<file path="src/rtl/block_lock_fsm_pkg.sv">
// Shared 10GBASE-R PCS receive definitions: lock FSM states, sync header codes
// and default lock/slip thresholds.
package block_lock_fsm_pkg;

  typedef enum logic [1:0] {
    INIT      = 2'd0,
    HUNT      = 2'd1,
    LOCKED    = 2'd2,
    SLIP_WAIT = 2'd3
  } lock_fsm_e;

  localparam logic [1:0] SYNC_HEAD_DATA = 2'b01;
  localparam logic [1:0] SYNC_HEAD_CTRL = 2'b10;

  localparam int unsigned HEAD_W_DEF       = 2;
  localparam int unsigned SH_GOOD_CNT_DEF  = 64;
  localparam int unsigned SH_INVLD_MAX_DEF = 16;
  localparam int unsigned SLIP_WAIT_DEF    = 2;
  localparam int unsigned SLIP_CNT_W       = 8;

endpackage

</file>
<file path="src/rtl/block_lock_fsm.sv">
// Receive block lock controller: slips the gearbox until a run of valid sync
// headers is seen, then monitors the invalid-header rate per window.
module block_lock_fsm #(
  parameter int unsigned HEAD_W       = block_lock_fsm_pkg::HEAD_W_DEF,
  parameter int unsigned SH_GOOD_CNT  = block_lock_fsm_pkg::SH_GOOD_CNT_DEF,
  parameter int unsigned SH_INVLD_MAX = block_lock_fsm_pkg::SH_INVLD_MAX_DEF,
  parameter int unsigned SLIP_WAIT    = block_lock_fsm_pkg::SLIP_WAIT_DEF
) (
  input  logic              clk,
  input  logic              nreset,
  input  logic              signal_ok_i,
  input  logic              valid_i,
  input  logic [HEAD_W-1:0] head_i,
  output logic              slip_v_o,
  output logic              block_lock_o,
  output logic              sh_invld_o,
  output logic [7:0]        slip_cnt_o
);
  import block_lock_fsm_pkg::*;

  localparam int unsigned SH_CNT_W  = $clog2(SH_GOOD_CNT + 1);
  localparam int unsigned INV_CNT_W = $clog2(SH_INVLD_MAX + 1);
  localparam int unsigned WAIT_W    = $clog2(SLIP_WAIT + 1);

  lock_fsm_e              r_state, w_state_nxt;
  logic [SH_CNT_W-1:0]    r_sh_cnt, w_sh_cnt_nxt;
  logic [INV_CNT_W-1:0]   r_invld_cnt, w_invld_cnt_nxt;
  logic [WAIT_W-1:0]      r_wait_cnt, w_wait_cnt_nxt;
  logic [SLIP_CNT_W-1:0]  r_slip_cnt, w_slip_cnt_nxt;
  logic                   r_slip, w_slip;
  logic                   r_sh_invld, w_sh_invld;
  logic                   r_block_lock;
  logic                   w_head_legal, w_sh_ok, w_sh_bad;

  assign w_head_legal = (head_i == HEAD_W'(SYNC_HEAD_DATA)) ||
                        (head_i == HEAD_W'(SYNC_HEAD_CTRL));
  assign w_sh_ok  = valid_i &  w_head_legal;
  assign w_sh_bad = valid_i & ~w_head_legal;

  always_ff @(posedge clk or negedge nreset) begin
    if (!nreset) begin
      r_state      <= INIT;
      r_sh_cnt     <= '0;
      r_invld_cnt  <= '0;
      r_wait_cnt   <= '0;
      r_slip_cnt   <= '0;
      r_slip       <= 1'b0;
      r_sh_invld   <= 1'b0;
      r_block_lock <= 1'b0;
    end else begin
      r_state      <= w_state_nxt;
      r_sh_cnt     <= w_sh_cnt_nxt;
      r_invld_cnt  <= w_invld_cnt_nxt;
      r_wait_cnt   <= w_wait_cnt_nxt;
      r_slip_cnt   <= w_slip_cnt_nxt;
      r_slip       <= w_slip;
      r_sh_invld   <= w_sh_invld;
      r_block_lock <= (w_state_nxt == LOCKED);
    end
  end

  always_comb begin
    w_state_nxt     = r_state;
    w_sh_cnt_nxt    = r_sh_cnt;
    w_invld_cnt_nxt = r_invld_cnt;
    w_wait_cnt_nxt  = r_wait_cnt;
    w_slip          = 1'b0;
    w_sh_invld      = 1'b0;

    if (!signal_ok_i) begin
      w_state_nxt     = INIT;
      w_sh_cnt_nxt    = '0;
      w_invld_cnt_nxt = '0;
      w_wait_cnt_nxt  = '0;
    end else begin
      case (r_state)
        INIT: begin
          w_sh_cnt_nxt    = '0;
          w_invld_cnt_nxt = '0;
          w_wait_cnt_nxt  = '0;
          w_state_nxt     = HUNT;
        end
        HUNT: begin
          if (w_sh_bad) begin
            w_sh_invld   = 1'b1;
            w_slip       = 1'b1;
            w_sh_cnt_nxt = '0;
            w_state_nxt  = block_lock_fsm_pkg::SLIP_WAIT;
          end else if (w_sh_ok) begin
            if (r_sh_cnt == SH_CNT_W'(SH_GOOD_CNT - 1)) begin
              w_sh_cnt_nxt    = '0;
              w_invld_cnt_nxt = '0;
              w_state_nxt     = LOCKED;
            end else begin
              w_sh_cnt_nxt = r_sh_cnt + SH_CNT_W'(1);
            end
          end
        end
        LOCKED: begin
          // Loss of lock takes priority over the end-of-window clear.
          if (valid_i) begin
            w_sh_invld = w_sh_bad;
            if (w_sh_bad && (r_invld_cnt == INV_CNT_W'(SH_INVLD_MAX - 1))) begin
              w_slip          = 1'b1;
              w_sh_cnt_nxt    = '0;
              w_invld_cnt_nxt = '0;
              w_state_nxt     = block_lock_fsm_pkg::SLIP_WAIT;
            end else if (r_sh_cnt == SH_CNT_W'(SH_GOOD_CNT - 1)) begin
              w_sh_cnt_nxt    = '0;
              w_invld_cnt_nxt = '0;
            end else begin
              w_sh_cnt_nxt    = r_sh_cnt + SH_CNT_W'(1);
              w_invld_cnt_nxt = r_invld_cnt + INV_CNT_W'(w_sh_bad);
            end
          end
        end
        block_lock_fsm_pkg::SLIP_WAIT: begin
          if (valid_i) begin
            if (r_wait_cnt == WAIT_W'(SLIP_WAIT - 1)) begin
              w_wait_cnt_nxt = '0;
              w_state_nxt    = HUNT;
            end else begin
              w_wait_cnt_nxt = r_wait_cnt + WAIT_W'(1);
            end
          end
        end
        default: w_state_nxt = INIT;
      endcase
    end
  end

  // Slip counter saturates and restarts whenever the controller drops to INIT.
  always_comb begin
    w_slip_cnt_nxt = r_slip_cnt;
    if (!signal_ok_i) begin
      w_slip_cnt_nxt = '0;
    end else if (w_slip && (r_slip_cnt != {SLIP_CNT_W{1'b1}})) begin
      w_slip_cnt_nxt = r_slip_cnt + SLIP_CNT_W'(1);
    end
  end

  assign slip_v_o     = r_slip;
  assign block_lock_o = r_block_lock;
  assign sh_invld_o   = r_sh_invld;
  assign slip_cnt_o   = r_slip_cnt;

endmodule

</file>
<file path="config.mk">
export PLATFORM = sky130hd
export DESIGN_NAME = block_lock_fsm
export DESIGN_NICKNAME = d
export VERILOG_FILES = /design/src/rtl/block_lock_fsm_pkg.sv /design/src/rtl/block_lock_fsm.sv
export SDC_FILE = /design/constraint.sdc
export NUM_CORES = 1
export LEC_CHECK = 0
export CAP_MARGIN = 20
export CORE_UTILIZATION = 25
export CTS_BUF_LIST = sky130_fd_sc_hd__clkbuf_4 sky130_fd_sc_hd__clkbuf_8
export CTS_CLUSTER_DIAMETER = 50
export DETAILED_ROUTE_END_ITERATION = 12
export PLACE_DENSITY = 0.53
export SYNTH_ARGS = -nofsm -noshare
export SYNTH_HDL_FRONTEND = slang
export SYNTH_SLANG_ARGS = --single-unit
export TNS_END_PERCENT = 50
</file>
<file path="constraint.sdc">
create_clock -name clk -period 2.5 [get_ports clk]
set_input_delay 0.625 -clock clk [delete_from_list [all_inputs] [get_ports clk]]
set_output_delay 0.625 -clock clk [all_outputs]
set_load 0.005 [all_outputs]
</file>
---- Word level (Yosys, flattened, before mapping) ----
Index checks and enable logic that the tools add are counted.
storage, ports and cells
  flip-flop bits (word level) ............. 27
  bits of input ports ..................... 6
  output and inout bits ................... 11
  word-level logic and storage cells ...... 79
operators by class
  equality and inequality tests ........... 19
  mux-type cells .......................... 38
  bitwise logic cells ..................... 3
  reductions and logical operators ........ 7
  $add $sub $neg .......................... 4
operators with widths
  cell                                                  count
  two-way mux 7 bit                                     6
  two-way mux 5 bit                                     7
  two-way mux 2 bit                                     11
  case mux 7 bit (3 select lines)                       1
  two-way mux 8 bit                                     2
  != test 3 bit (second input constant)                 5
  case mux 5 bit (3 select lines)                       1
  adder 8 x 1 -> 8 bit (second input constant)          1
  equality test 2 bit (second input constant)           4
  != test 8 bit (second input constant)                 1
  case mux 2 bit (4 select lines)                       1
  adder 7 x 1 -> 7 bit (second input constant)          1
  equality test 7 x 6 -> 1 bit (second input constant)  1
  equality test 2 x 1 -> 1 bit (second input constant)  3
  two-way mux 1 bit                                     6
  adder 5 x 1 -> 5 bit                                  1
  equality test 5 x 4 -> 1 bit (second input constant)  1
  AND reduction 5 bit                                   1
  != test 4 x 1 -> 1 bit (second input constant)        1
  != test 4 bit (second input constant)                 1
  case mux 1 bit (2 select lines)                       2
  case mux 2 bit (2 select lines)                       1
  != test 3 x 1 -> 1 bit (second input constant)        1
  AND reduction 3 bit                                   1
  8 further kinds                                       10

---- Logic depth before layout (Yosys ltp) ----
Gate-level depths: netlist of run 1.
  depth in word-level cells ............... 12
  mapped depth ............................ 8
  mapped depth without buffers ............ 7

---- Worst setup path before layout of run 1 ----
No wires, ideal clock.
  path kind ............................... input-to-reg
  from .................................... input port head_i[1]
  to ...................................... register r_slip_cnt[7], in the netlist slip_cnt_o[7]
  library setup time ...................... 0.120 ns
  arrival ................................. 1.896 ns
  buffers on the path ..................... 1
  stages .................................. 6
  path slack .............................. 0.484 ns
  data required time ...................... 2.380 ns
  cell sequence ........................... xor2_1 -> or3_1 -> buf_2 -> nor3_4 -> a211oi_1 -> a41o_1
on the way
  cells in the longest elaborated chain, start to end .. 11
  elaborated cells between the ends (all ways) .. 13
  those cells by class .................... eq/ne (3); mux (5); bitwise (2); reduce/logical (3)
ends and longest elaborated chain
  item                                                                 line                                        source
  start: declaration                                                   block_lock_fsm.sv:13                        input logic [HEAD_W-1:0] head_i,
  equality test 2 x 1 -> 1 bit or equality test 2 bit (tied branches)  block_lock_fsm.sv:35, block_lock_fsm.sv:36
  logical OR 1 bit *                                                   block_lock_fsm.sv:35                        assign w_head_legal = (head_i == HEAD_W'(SYNC_HEAD_DATA)) ||
  NOT 1 bit *                                                          block_lock_fsm.sv:38                        assign w_sh_bad = valid_i & ~w_head_legal;
  bitwise AND 1 bit *                                                  block_lock_fsm.sv:38
  logical AND 1 bit                                                    block_lock_fsm.sv:103                       if (w_sh_bad && (r_invld_cnt == INV_CNT_W'(SH_INVLD_MAX - 1))) begin
  two-way mux 1 bit                                                    block_lock_fsm.sv:103
  two-way mux 1 bit                                                    block_lock_fsm.sv:101                       if (valid_i) begin
  case mux 1 bit (2 select lines) *                                    block_lock_fsm.sv:76                        case (r_state)
  two-way mux 1 bit *                                                  block_lock_fsm.sv:70                        if (!signal_ok_i) begin
  logical AND 1 bit *                                                  block_lock_fsm.sv:137                       end else if (w_slip && (r_slip_cnt != {SLIP_CNT_W{1'b1}})) begin
  != test 2 x 1 -> 1 bit (no source line) *                            --
  end signal: assignment                                               block_lock_fsm.sv:55                        r_slip_cnt <= w_slip_cnt_nxt;
  end: declaration                                                     block_lock_fsm.sv:29                        logic [SLIP_CNT_W-1:0] r_slip_cnt, w_slip_cnt_nxt;
Mark *: on every way between the ends. The rest lies on a longest branch, timed or not.
A chain may end at the register's enable or synchronous reset.

---- Worst setup path after layout of run 1 ----
  from .................................... input port head_i[1]
  to ...................................... register r_invld_cnt[4]
on the way
  cells in the longest elaborated chain, start to end .. 10
  elaborated cells between the ends (all ways) .. 16
  those cells by class .................... add/sub (1); eq/ne (4); mux (5); bitwise (3); reduce/logical (3)
ends and longest elaborated chain
  item                                                                 line                                        source
  equality test 2 x 1 -> 1 bit or equality test 2 bit (tied branches)  block_lock_fsm.sv:35, block_lock_fsm.sv:36
  logical OR 1 bit *                                                   block_lock_fsm.sv:35
  NOT 1 bit                                                            block_lock_fsm.sv:38
  bitwise AND 1 bit                                                    block_lock_fsm.sv:38
  adder 5 x 1 -> 5 bit                                                 block_lock_fsm.sv:113                       w_invld_cnt_nxt = r_invld_cnt + INV_CNT_W'(w_sh_bad);
  two-way mux 5 bit                                                    block_lock_fsm.sv:108                       end else if (r_sh_cnt == SH_CNT_W'(SH_GOOD_CNT - 1)) begin
  two-way mux 5 bit                                                    block_lock_fsm.sv:103
  two-way mux 5 bit                                                    block_lock_fsm.sv:101
  case mux 5 bit (3 select lines)                                      block_lock_fsm.sv:76
  two-way mux 5 bit                                                    block_lock_fsm.sv:70
  end signal: assignment                                               block_lock_fsm.sv:53                        r_invld_cnt <= w_invld_cnt_nxt;
  end: declaration                                                     block_lock_fsm.sv:27                        logic [INV_CNT_W-1:0] r_invld_cnt, w_invld_cnt_nxt;
Mark *: on every way between the ends. The rest lies on a longest branch, timed or not. The select of a mux whose other input is x is not followed.

==> results by group, run 1 <==
Setup path
  • Worst Path Max Fanout: 4
  • CP bufs+invs: 1
  • Cell family with most CP delay: compound AO/OA/AOI/OAI gates
  • Worst setup SP type: primary input
  • CP arrival: about 2.4 ns
  • Crit. End Element: register
  • Reg-to-reg endpoint: r_invld_cnt[2]$_DFFE_PN0P_
  • Reg2reg path depth: 8
  • Slack of the worst reg-to-reg path: 0.32 ns
  • Critical path cell sequence: clkdlybuf4s50_1, xor2_1, nor2_1, ha_1, ha_1, nand3_1, a22o_1, a22o_1
  • CP max stage delay: 0.41 ns
  • CP required: 2.67 ns
  • Worst reg2reg startpoint: r_state[1]$_DFF_PN0_
  • WS Path Type: in2reg
  • Max stage delay cell, worst path: clkdlybuf4s50_1

CTS
  • Root buf cell: clkbuf_8
  • Postcts setup bufs: 0
  • # resized after CTS: 0
  • CTS sink count: 27
  • CTS tree: done
  • Hold buffer count at CTS: 0
  • Max clock buf depth: 2
  • Worst-path clk slew: 0.09 ns
  • H-tree depth: 1
  • Cts bufs inserted: 3
  • Clk_lat worst skew: ~0.27 ns

Floorplan
  • Core Area: 6030 um^2
  • I/O Pins: 17
  • DIE AREA: 6710 um^2
  • Die height: a little over 80 um
  • Row count: 28
  • Die W: 81.9 um
  • Initial core utilization: 26.5%

Cells and area
  • Utilization after layout: between 30% and 40%
  • Ant. Diodes: 0
  • Area Growth Syn to Fin: 22.4%
  • Nets@finish: 216
  • Share of cells above drive strength 1: 14.0%

Detailed routing
  • Via Count: 1,352
  • Via-per-instance ratio: approximately 4.9
  • DR WL/cell: between 10 and 15 um
  • DRT Wirelength: 3490 um
  • 1st-iter DRT viols: 96
  • Final ANT Viol Nets: 0
  • TritonRoute pass-1 iters: 4
  • Post-route DRC: 0

Timing
  • Peak Freq: around 440 MHz
  • Endpoints failing setup: 0
  • Setup ws final: about 0.25 ns
  • Slew Viols, Final: 0
  • Final Hold Fails: 0
  • Setup TNS: 0 ns
  • Period utilization: 90.0%
  • Least-Margin Pin Slew: between 0.3 and 0.4 ns
  • Slew HR: between 70% and 80%
  • RSZ-0062 raised after global routing: no
  • Clock Skew: approximately 0.0025 ns
  • Final worst path period need: 2.25 ns

Yosys
  • FFs w/ async S/R, synth: between 90% and 100%
  • Post-Synthesis Cells: around 170
  • Post-synth cell types: between 40 and 50
  • Ys Warns: 0
  • Count leader, synth: dfrtp_1
  • Cell Area, Synth: roughly 1600 um^2
  • Post-synth top flop: dfrtp_1
  • Syn Area/Cell: a little over 9 um^2
  • Synth top area share: ~42%
  • Post-synth EDFFs: 0
  • Syn_nets: between 150 and 200
  • Post-synthesis sequential area ratio: 42.3%
  • #FFs+latches synth: 27
  • Ranking of synthesized cells by area: dfrtp_1, ha_1, nand2_1, nand3_1, o21ai_0
  • Top cells by count, synth: dfrtp_1, nand2_1, nand3_1, nor2_1
  • Largest area contributor in the netlist: dfrtp_1

GRT
  • Number of antenna violations at the first check in global routing: 0
  • GRT overflow: 0
  • First-pass GRT wire length: around 6000 um
  • Largest net degree at the start of global routing: 28
  • Vias in the first global route: 1,282
  • All-Layer GR Usage: 11.6%

Worst hold path
  • Hold path start: r_sh_cnt[1]$_DFFE_PN0P_
  • Hold Path Sink: r_sh_cnt[1]$_DFFE_PN0P_
  • Hold Path Cell Cnt: 2
  • Min-Delay Path Class: reg2reg

Power
  • Static leakage: between 0.8 and 0.9 nW
  • Peak VDD IR: approximately 0.00017 V
  • Int Pwr: about 610 uW
  • Clock share of power: 31.5%
  • Final Power: 821 uW
  • Sw Share: between 20% and 30%
  • Switching power: between 200 and 250 uW
  • Gate power share: 14.1%
  • Pwr per Cell Area: 420 nW/um^2
  • Register share of total power: between 50% and 60%

Status
  • Status: completed

Placed design
  • GPL Wtd Cong: between 0.7 and 0.8
  • Hpwl dp: 2550 um
  • Setup Slack @ Placement: -0.0558 ns
  • Port Buf Inserts: 16

Flow run
  • Max cap viols: 0
==> flip-flops by register name, indices dropped and copies added (netlist names) <==
signal,flops
block_lock_o,1
r_invld_cnt,5
slip_cnt_o,8
slip_v_o,1
sh_invld_o,1
r_state,2
r_sh_cnt,7
r_wait_cnt,2
==> worst register-to-register path: stages (launching register included) <==
cell and delay [ns]:
dfrtp_1 0.42, inv_1 0.10, ha_1 0.28, or3b_2 0.53, o31a_1 0.15, nor4_1 0.25, buf_4 0.17, nand2_1 0.05
o211ai_1 0.16
==> cell families (layout without fill, tap and decap cells) <==
logic type / after synthesis / in the layout / synth area share [%]
adders and majority gates: 9 / 9 / 7.05
and+or+nand+nor: 77 / 77 / 25.2
DFF: 27 / 27 / 42.3
buffers and inverters: 17 / 43 / 4.54
xor gates and xnor gates: 2 / 2 / 1.10
AOI/OAI and AO/OA: 39 / 39 / 17.9
muxes: 3 / 3 / 1.88
==> routing by layer <==
layer,vias up,part of all wire (%),track usage (%)
li1,687,-,-
met1,638,52,16.8
met2,23,44,17.0
met3,4,3.7,2.33
met4,0,0.83,3.51
met5,-,0,0
==> how the worst max path moves through the flow <==
stage                                  to  startpoint  cells past startpoint  slack, ns
5_1_grt        r_invld_cnt[4]$_DFFE_PN0P_   head_i[1]                      8       0.11
4_1_cts        r_invld_cnt[4]$_DFFE_PN0P_   head_i[1]                      8       0.25
2_1_floorplan   slip_cnt_o[7]$_DFFE_PN0P_   head_i[1]                      6       0.48
3_3_place_gp    slip_cnt_o[7]$_DFFE_PN0P_   head_i[1]                      6      0.002
3_5_place_dp   r_invld_cnt[4]$_DFFE_PN0P_   head_i[1]                      8      -0.06
6_report       r_invld_cnt[4]$_DFFE_PN0P_   head_i[1]                      8       0.25
==> area by class of cell <==
type                            instances  area, um^2
Sequential cell                        27         676
Clock buffer                            4        48.8
Fill cell                             628        4070
Multi-Input combinational cell        130         848
Tap cell                               75        93.8
Timing Repair Buffer                   27         243
Inverter                               12        45.0
==> placed cells by master, fill, tap and decap left out, types with 4 or more instances in the layout <==
| cell type | n |
|---|---|
| clkdlybuf4s50_1 | 16 |
| nor2_1 | 13 |
| o21ai_0 | 11 |
| ha_1 | 9 |
| nand2_1 | 21 |
| inv_1 | 11 |
| dfrtp_1 | 27 |
| nand4_1 | 4 |
| nand3_1 | 14 |
| a22o_1 | 4 |
| buf_4 | 11 |
==> through the flow <==
stage,cells,hold slack (ns),instance area [um^2]
6_report,275,0.516,1950
5_1_grt,275,0.551,1950
4_1_cts,275,0.521,1950
3_5_place_dp,271,0.499,1910
3_3_place_gp,271,0.487,1910
2_1_floorplan,174,0.329,1600
==> power groups by stage <==
stage	clock network, mW	logic [mW]	registers [mW]
floorplan	0	0.0693	0.454
global placement	0	0.117	0.455
detailed placement	0	0.117	0.455
CTS	0.273	0.117	0.447
global route	0.292	0.130	0.448
finish	0.258	0.116	0.446
No activity file was read; power rests on OpenSTA's default activity.
==> run 2, diff against run 1 <==
--- a/config.mk
+++ b/config.mk
@@ -5,12 +5,13 @@
 export SDC_FILE = /design/constraint.sdc
 export NUM_CORES = 1
 export LEC_CHECK = 0
+export ABC_AREA = 1
 export CAP_MARGIN = 20
 export CORE_UTILIZATION = 25
 export CTS_BUF_LIST = sky130_fd_sc_hd__clkbuf_4 sky130_fd_sc_hd__clkbuf_8
 export CTS_CLUSTER_DIAMETER = 50
 export DETAILED_ROUTE_END_ITERATION = 12
-export PLACE_DENSITY = 0.53
+export PLACE_DENSITY = 0.52
 export SYNTH_ARGS = -nofsm -noshare
 export SYNTH_HDL_FRONTEND = slang
 export SYNTH_SLANG_ARGS = --single-unit
==> run 2 against run 1 <==
Sequential power grew 0.9%. Largest cell class unchanged. Design area is 7.7% higher. Critical path depth rose by 4. Clock power grew 3%. Worst setup slack improved by 0.14 ns. First-iteration DRC count decreased by 32%. Synthesized cell count grew 20%. Clock skew increased by 0.0021 ns. Clock-buffer cell count down 1. Die area is 9.9% higher.
==> results by group, run 2 <==
CTS
  • Max clock buf depth: 2 (unchanged)
  • Root buf cell: clkbuf_8
  • Hold buffer count at CTS: 0 (unchanged)
  • CTS sink count: 27 (unchanged)
  • H-tree depth: 1 (unchanged)
  • Worst-path clk slew: 0.10 ns (about the same)
  • CTS tree: done
  • Postcts setup bufs: 0 (unchanged)
  • # resized after CTS: 0 (unchanged)
  • Clk_lat worst skew: 0.28 ns (about the same)
  • Cts bufs inserted: 3 (unchanged)

Timing
  • Setup TNS: 0 ns (unchanged)
  • Peak Freq: 474 MHz (+6.7%)
  • RSZ-0062 raised after global routing: no
  • Final worst path period need: 2.11 ns (-0.141 ns)
  • Final Hold Fails: 0 (unchanged)
  • Period utilization: 84.3% (-5.6 points)
  • Slew HR: 73.2% (-3.4 points)
  • Clock Skew: 0.00465 ns (+0.00214 ns)
  • Slew Viols, Final: 0 (unchanged)
  • Least-Margin Pin Slew: 0.402 ns (+0.0547 ns)
  • Setup ws final: 0.392 ns (+0.141 ns)
  • Endpoints failing setup: 0 (unchanged)

Placed design
  • Setup Slack @ Placement: 0.0908 ns (+0.147 ns)
  • GPL Wtd Cong: 0.785 (-0.81%)
  • Area after DPL: 2060 um^2 (+7.9%)
  • Cells after DPL: 324 (+20%)
  • Hpwl dp: 2700 um (+5.7%)
  • Port Buf Inserts: 16 (unchanged)

Detailed routing
  • Via Count: 1,421 (+5.1%)
  • DR WL/cell: 11.0 um (-14%)
  • TritonRoute pass-1 iters: 4 (unchanged)
  • Final ANT Viol Nets: 0 (unchanged)
  • Post-route DRC: 0 (unchanged)
  • 1st-iter DRT viols: 65 (-32%)
  • Via-per-instance ratio: 4.33 (-12%)
  • DRT Wirelength: 3600 um (+3.1%)

Cells and area
  • Design area: 2110 um^2 (+7.7%)
  • Commonest non-fill, non-tap cell in the layout: nand2_1
  • Area Growth Syn to Fin: 19.7%
  • Post-route insts no fill: 328 (+19%)
  • Max FFs per register: 8 (unchanged)
  • Nets@finish: 248 (+15%)
  • Commonest non-fill, non-tap cells in the layout: nand2_1, dfrtp_1, nand3_1, inv_1, nor2_1
  • Fillers: 732 (+17%)
  • Share of cells above drive strength 1: 17.7% (+3.7 points)
  • Ant. Diodes: 0 (unchanged)

Yosys
  • Ranking of synthesized cells by area: dfrtp_1, nand2_1, ha_1, nand3_1, xor2_1
  • Syn Area/Cell: 8.42 um^2 (-8.3%)
  • Syn_nets: 224 (+19%)
  • Post-synth cell types: 33 (-23%)
  • Synth top area share: 38.4% (-3.9 points)
  • FFs w/ async S/R, synth: 100% (unchanged)
  • Largest area contributor in the netlist: dfrtp_1
  • Post-synth EDFFs: 0 (unchanged)
  • Cell Area, Synth: 1760 um^2 (+10%)
  • Post-synth top flop: dfrtp_1
  • Top cells by count, synth: nand2_1, dfrtp_1, nand3_1, inv_1, nor2_1
  • Ys Warns: 0 (unchanged)
  • Post-Synthesis Cells: 209 (+20%)
  • Count leader, synth: nand2_1
  • Post-synthesis sequential area ratio: 38.4% (-3.9 points)
  • #FFs+latches synth: 27 (unchanged)

GRT
  • GRT overflow: 0 (unchanged)
  • All-Layer GR Usage: 10.4% (-1.2 points)
  • Vias in the first global route: 1,366 (+6.6%)
  • First-pass GRT wire length: 6180 um (+2.3%)
  • Number of antenna violations at the first check in global routing: 0 (unchanged)
  • Largest net degree at the start of global routing: 28 (unchanged)

Setup path
  • WS Path Type: in2reg
  • Worst setup SP type: primary input
  • Worst Path Max Fanout: 2 (-2)
  • CP required: 2.71 ns (+0.04 ns)
  • Crit. End Element: register
  • CP arrival: 2.32 ns (-0.10 ns)

Status
  • Status: completed

Floorplan
  • Initial core utilization: 25.9% (-0.60 points)
  • Die W: 85.9 um (+4.8%)
  • DIE AREA: 7380 um^2 (+9.9%)
  • Die height: 85.9 um (+4.8%)
  • I/O Pins: 17 (unchanged)
  • Row count: 30 (+7.1%)
  • Core Area: 6790 um^2 (+13%)

Power
  • Pwr per Cell Area: 403 nW/um^2 (-4.0%)
  • Peak VDD IR: 0.000166 V (-0.42%)
  • Static leakage: 0.932 nW (+6.3%)

Worst hold path
  • Min-Delay Path Class: reg2reg

Flow run
  • Max cap viols: 0 (unchanged)
==> run 2: kinds of logic after synthesis <==
logic type               count (synthesis)  synth area share (%)
AO/OA/AOI/OAI                           24                  8.46
XOR/XNOR                                12                  5.97
adder cells (fa/ha/maj)                  9                  6.40
buffers and inverters                   28                  7.40
flip-flops                              27                  38.4
AND/OR/NAND/NOR                        109                  33.4
==> run 2: stage by stage <==
stage,total power [mW],utilization [%],hold WS [ns]
floorplan,0.548,-,0.329
global placement,0.594,30.3,0.490
detailed placement,0.594,30.3,0.497
CTS,0.866,31.0,0.513
global route,0.890,31.0,0.540
finish,0.849,31.0,0.507
==> run 2: layer usage <==
| layer | vias up | GRT usage [%] | part of all wire, % |
|---|---|---|---|
| li1 | 727 | - | - |
| met1 | 668 | 13.8 | 50 |
| met2 | 21 | 17.2 | 47 |
| met3 | 5 | 1.15 | 2.0 |
| met4 | 0 | 4.09 | 1.5 |
| met5 | - | 0 | 0 |
==> run 2: critical path, stage by stage <==
cell and delay, ns:
clkdlybuf4s50_1 0.47, inv_1 0.04, nand2_1 0.08, nand2_2 0.09, nor2_8 0.09, ha_1 0.16
ha_1 0.18, nand3_1 0.10, xor2_1 0.16, nor2_1 0.08, nand4_1 0.09, o21ai_1 0.14
==> run 2: cell type report <==
class	count	area, um^2	share of cell area [%]
Multi-Input combinational cell	154	953	45.3
Inverter	25	103	4.87
Sequential cell	27	676	32.1
Clock buffer	3	41.3	1.96
Timing Repair Buffer	22	205	9.74
Tap cell	96	120	5.70
Clock inverter	1	7.51	0.357
==> run 2: path summary, 6_finish.rpt <==
kind | startpoint | to | slack (ns) | cells past startpoint
worst max-delay path | head_i[0] | r_invld_cnt[4]$_DFFE_PN0P_ | 0.39 | 12
worst min-delay path | r_wait_cnt[1]$_DFFE_PN0P_ | r_wait_cnt[1]$_DFFE_PN0P_ | 0.51 | 2
worst max register to register | r_state[0]$_DFF_PN0_ | r_sh_cnt[2]$_DFFE_PN0P_ | 0.57 | 10
worst min register to register | r_wait_cnt[1]$_DFFE_PN0P_ | r_wait_cnt[1]$_DFFE_PN0P_ | 0.51 | 2
max in group asynchronous | nreset | r_invld_cnt[0]$_DFFE_PN0P_ | 1.52 | 2
min in group asynchronous | nreset | slip_cnt_o[0]$_DFFE_PN0P_ | 0.71 | 2
==> run 2: where the power goes <==
| group | internal [mW] | leakage (nW) | switching (mW) |
|---|---|---|---|
| clock | 0.114 | 0.0217 | 0.153 |
| sequential | 0.444 | 0.374 | 0.00657 |
| combinational | 0.0460 | 0.536 | 0.0866 |
| total | 0.603 | 0.932 | 0.246 |
